### src/rtl/equiv_check_engine.sv
// Exhaustive equivalence engine: sweeps all IN_W-bit vectors into golden/netlist and compares.
// Optional EQCHK_FAIL_STOP_EN: stop at the first mismatching vector.
module equiv_check_engine #(
  parameter int IN_W   = 2,
  parameter int OUT_W  = 1,
  parameter int SETTLE = 1
) (
  input  logic             clk,
  input  logic             rst,
  input  logic             start,
  output logic [IN_W-1:0]  stim,
  input  logic [OUT_W-1:0] golden_out,
  input  logic [OUT_W-1:0] netlist_out,
  output logic             busy,
  output logic             done,
  output logic             pass,
  output logic [IN_W:0]    mismatch_cnt,
  output logic             first_fail_valid,
  output logic [IN_W-1:0]  first_fail_vec
);

  typedef enum logic [1:0] {
    IDLE,
    APPLY,
    COMPARE,
    DONE
  } state_t;

  localparam int CW = (SETTLE > 1) ? $clog2(SETTLE) : 1;
  localparam logic [CW-1:0]   SLAST = CW'(SETTLE - 1);
  localparam logic [IN_W-1:0] VLAST = {IN_W{1'b1}};
  localparam logic [IN_W:0]   CMAX  = {1'b1, {IN_W{1'b0}}};

  state_t        state;
  state_t        nxt;
  logic [CW-1:0] cnt;
  logic          mm;
  logic          last;

  // 4-state compare: X/Z on either side is a mismatch
  assign mm   = (golden_out !== netlist_out);
  assign last = (stim == VLAST);

  always_ff @(posedge clk or posedge rst) begin
    if (rst) state <= IDLE;
    else     state <= nxt;
  end

  always_comb begin
    nxt = state;
    unique case (state)
      IDLE:    if (start) nxt = APPLY;
      APPLY:   if (cnt == SLAST) nxt = COMPARE;
`ifdef EQCHK_FAIL_STOP_EN
      COMPARE: nxt = (mm || last) ? DONE : APPLY;
`else
      COMPARE: nxt = last ? DONE : APPLY;
`endif
      DONE:    if (start) nxt = APPLY;
      default: nxt = IDLE;
    endcase
  end

  always_comb begin
    busy = (state == APPLY) || (state == COMPARE);
    done = (state == DONE);
  end

  always_ff @(posedge clk or posedge rst) begin
    if (rst) begin
      stim             <= '0;
      cnt              <= '0;
      pass             <= 1'b0;
      mismatch_cnt     <= '0;
      first_fail_valid <= 1'b0;
      first_fail_vec   <= '0;
    end else begin
      unique case (state)
        IDLE, DONE: begin
          if (start) begin
            stim             <= '0;
            cnt              <= '0;
            pass             <= 1'b0;
            mismatch_cnt     <= '0;
            first_fail_valid <= 1'b0;
            first_fail_vec   <= '0;
          end
        end
        APPLY: cnt <= cnt + 1'b1;
        COMPARE: begin
          cnt <= '0;
          if (mm) begin
            if (mismatch_cnt != CMAX)
              mismatch_cnt <= mismatch_cnt + 1'b1;
            if (!first_fail_valid) begin
              first_fail_valid <= 1'b1;
              first_fail_vec   <= stim;
            end
          end
`ifdef EQCHK_FAIL_STOP_EN
          if (mm)        pass <= 1'b0;
          else if (last) pass <= (mismatch_cnt == '0);
          else           stim <= stim + 1'b1;
`else
          if (last) pass <= (mismatch_cnt == '0) && !mm;
          else      stim <= stim + 1'b1;
`endif
        end
        default: ;
      endcase
    end
  end

endmodule

### config.mk
export PLATFORM = sky130hd
export DESIGN_NAME = equiv_check_engine
export DESIGN_NICKNAME = d
export VERILOG_FILES = /design/src/rtl/equiv_check_engine.sv
export SDC_FILE = /design/constraint.sdc
export NUM_CORES = 1
export LEC_CHECK = 0
export BUFFER_PORTS_ARGS = -buffer_cell sky130_fd_sc_hd__clkbuf_2
export CAP_MARGIN = 20
export CORE_UTILIZATION = 45
export DETAILED_ROUTE_END_ITERATION = 8
export PLACE_DENSITY = 0.71
export SLEW_MARGIN = 10
export SYNTH_ARGS = -nofsm -noshare
export SYNTH_HDL_FRONTEND = slang
export SYNTH_SLANG_ARGS = --single-unit
### constraint.sdc
create_clock -name clk -period 1.55 [get_ports clk]
set_input_delay 0.155 -clock clk [delete_from_list [all_inputs] [get_ports clk]]
set_output_delay 0.155 -clock clk [all_outputs]
set_load 0.005 [all_outputs]
==> impl_metrics.csv <==
group,metric,value,unit
run_status,outcome,"complete, no violations",
sta,grt_setup_unrepaired,"yes",
die,die_x,42.6,um
yosys,synthMuxAreaShare,0.0978,
place,numPortBuffers,15,
yosys,yosysSeqAreaShare,0.405,
sta,fin_skew,13.0,ps
min_path,hold_class,"input pin to register",
place,routabilityCongestion,0.715,
layout,fin_cells,115,
die,coreArea,1520,um2
drt,drt_wl_total,1.48,mm
sta,maxSlewViolCount,0,
sta,setup_ws,19.9,ps
sta,finalHoldWorstSlack,337,ps
global_routing,grt_pass1_wl,2.45,mm
clock_network,path_clk_slew,80,ps
setup_path,slowest_delay,410,ps
place,placedCellCount,109,
power,netSwitchingFraction,0.389,
yosys,synth_top_family_by_area,"compound AO/OA/AOI/OAI gates",
global_routing,grt_util_all_layers,0.189,
place,dp_slack,-7.87,ps
drt,dr.pass1.iters,4,
global_routing,grt_max_degree,13,
yosys,yosysWarnings,0,
layout,final_nets,112,
yosys,synth-compound-area-share,0.180,
drt,routedWlPerCell,12.8,um
drt,viasPerCell,5.50,
power,finalPower,0.00199,W
layout,num-fill-cells,136,
yosys,synthSimpleGateAreaFrac,0.111,
power,p_leak,0.486,nW
clock_network,clk_latency,280,ps
power,power_frac_comb,0.599,
power,intPower,0.00122,W
setup_path,startpoint_type,"register",
power,p_switching,0.000775,W
setup_path,end_kind,"register",
drt,antenna_left,0,
place,hpwlAfterDp,1.07,mm
global_routing,antenna_found_initial,0,
global_routing,first_global_vias,590,
flow_run,cap_violations,0,
power,p_per_area,2060,nW/um2
drt,drt_iter0_markers,6,
setup_path,cp.required,1720,ps
drt,vias,633,
power,p_seq_frac,0.275,
die,die_area,1820,um2
power,vdd_drop_max,847,uV
setup_path,crit_path_top_delay_cell,"dfrtp_1",
sta,period_share,0.987,
yosys,synth_area,742,um2
yosys,synth_cells,73,
setup_path,crit_chain,"inv_2 > ha_4 > buf_4 > o211ai_1 > mux2_4",
yosys,synth_cell_type_count,27,
drt,drc,0,
yosys,synth_xor_area_frac,0.0219,
die,die_h,42.6,um
sta,finalSetupTns,0,ps
global_routing,grt_overflow,0,
clock_network,cts-buffers-inserted,3,
yosys,yosys_register_bits,12,
die,num_rows,14,
die,ioPinCount,16,
sta,fmax,654,MHz
die,start_util,0.487,
clock_network,root_buffer,"clkbuf_4",
yosys,syn_area_per_cell,10.2,um2
layout,diodes,0,
setup_path,arrival,1700,ps
sta,hold_viol,0,
setup_path,critPathKind,"register to register",
layout,area_growth,30.5,%
yosys,yosys.area_share.adder,0.118,
clock_network,cts_buffer_depth,2,
setup_path,worstPathMaxFanout,4,
sta,tightestPinTransition,475,ps
clock_network,cts.htree.levels,1,
sta,fin_crit,1530,ps
yosys,syn-num-nets,85,
clock_network,cts_num_sinks,12,
power,clkPwrFrac,0.126,
layout,drive_gt1_frac,0.364,
clock_network,tritoncts,"built",
sta,max-slew-margin-rel,0.683,
sta,setup_viol,0,
==> metrics by stage <==
stage	utilization	instance area [um2]
CTS	0.631	961
floorplan	-	754
global route	0.635	968
global placement	0.587	895
detailed placement	0.587	895
finish	0.635	968
==> layout make-up <==
type / count / area (um2) / share of cell area
Multi-Input combinational cell: 49 / 424 / 0.438
Timing Repair Buffer: 25 / 153 / 0.158
Inverter: 9 / 33.8 / 0.0349
Sequential cell: 12 / 302 / 0.311
Tap cell: 16 / 20.0 / 0.0207
Clock buffer: 4 / 36.3 / 0.0375
==> cells by family after synthesis <==
group                      Yosys count
xor gates and xnor gates             1
DFF                                 12
muxes                                7
adders and majority gates            7
buffers and inverters               12
and+or+nand+nor                     16
AOI/OAI and AO/OA                   18
==> critical path, delay by kind of cell, from the launching register on <==
kind                     cells  cell delay, ps
AO/OA/AOI/OAI                1             250
adder cells (fa/ha/maj)      1             210
buffers and inverters        2             230
flip-flops                   1             410
multiplexers                 1             330
==> placed cells by master, fill, tap and decap left out, drive strengths merged, types with 2 or more instances in the layout <==
cell / n
clkbuf: 19
dfrtp: 12
buf: 9
inv: 9
nand2: 8
ha: 7
o21ai: 6
mux2i: 5
nor2b: 2
o211ai: 2
a221oi: 2
mux2: 2
==> Yosys cell counts <==
library cell	count	area (um2)
and2_1	1	6.26
nand2b_1	1	6.26
nand2_1	8	30.0
nor3_1	1	5.00
and3_1	1	6.26
a221oi_2	1	15.0
nand3b_1	1	7.51
a211o_1	1	8.76
mux2i_1	5	50.1
o311ai_0	1	8.76
o21ai_0	6	30.0
inv_1	9	33.8
a221oi_1	1	8.76
mux2_2	2	22.5
o32a_1	1	10.0
a21oi_1	1	5.00
xnor2_2	1	16.3
o32ai_1	1	8.76
dfrtp_1	12	300
ha_1	7	87.6
o211ai_1	2	15.0
a21o_1	1	7.51
buf_2	3	15.0
nand4b_1	1	8.76
a2111oi_0	1	8.76
nor2b_1	2	12.5
o31ai_1	1	7.51
==> per-layer routing <==
layer,vias to the layer above,part of all wire,track usage
met5,-,0,0
met4,0,0.022,0.0750
met3,4,0.051,0.0776
met2,22,0.49,0.326
met1,295,0.44,0.204
li1,312,-,-
==> state kept, by name, indices dropped and copies added, names as in the netlist <==
signal / flops
cnt: 1
mismatch_cnt: 3
first_fail_vec: 2
state: 2
first_fail_valid: 1
pass: 1
stim: 2
==> final timing paths <==
kind	start	endpoint	slack, ps	cells past startpoint
min in group asynchronous	rst	pass	410	3
max in group asynchronous	rst	state[1]	800	3
setup reg to reg	state[0]	stim[0]	20	5
setup / recovery	state[0]	stim[0]	20	5
hold / removal	start	cnt	340	5
hold reg to reg	pass	pass	520	2
==> power by group through the flow <==
stage,clock (W),sequential (W),combinational (W)
floorplan,0,0.000539,0.000691
global placement,0,0.000538,0.00107
detailed placement,0,0.000545,0.00109
CTS,0.000261,0.000547,0.00117
global route,0.000279,0.000565,0.00132
finish,0.000251,0.000548,0.00119
==> what timing repair did <==
action | 4_1_cts | 5_1_grt
buffers inserted | 1 | 0
endpoints found under the setup margin | 4 | 7
resized for setup | 2 | 2
pin swaps | 2 | 1
hold endpoints to repair | 12 | 0
hold buffers | 1 | 0
No activity file was read; power rests on OpenSTA's default activity.
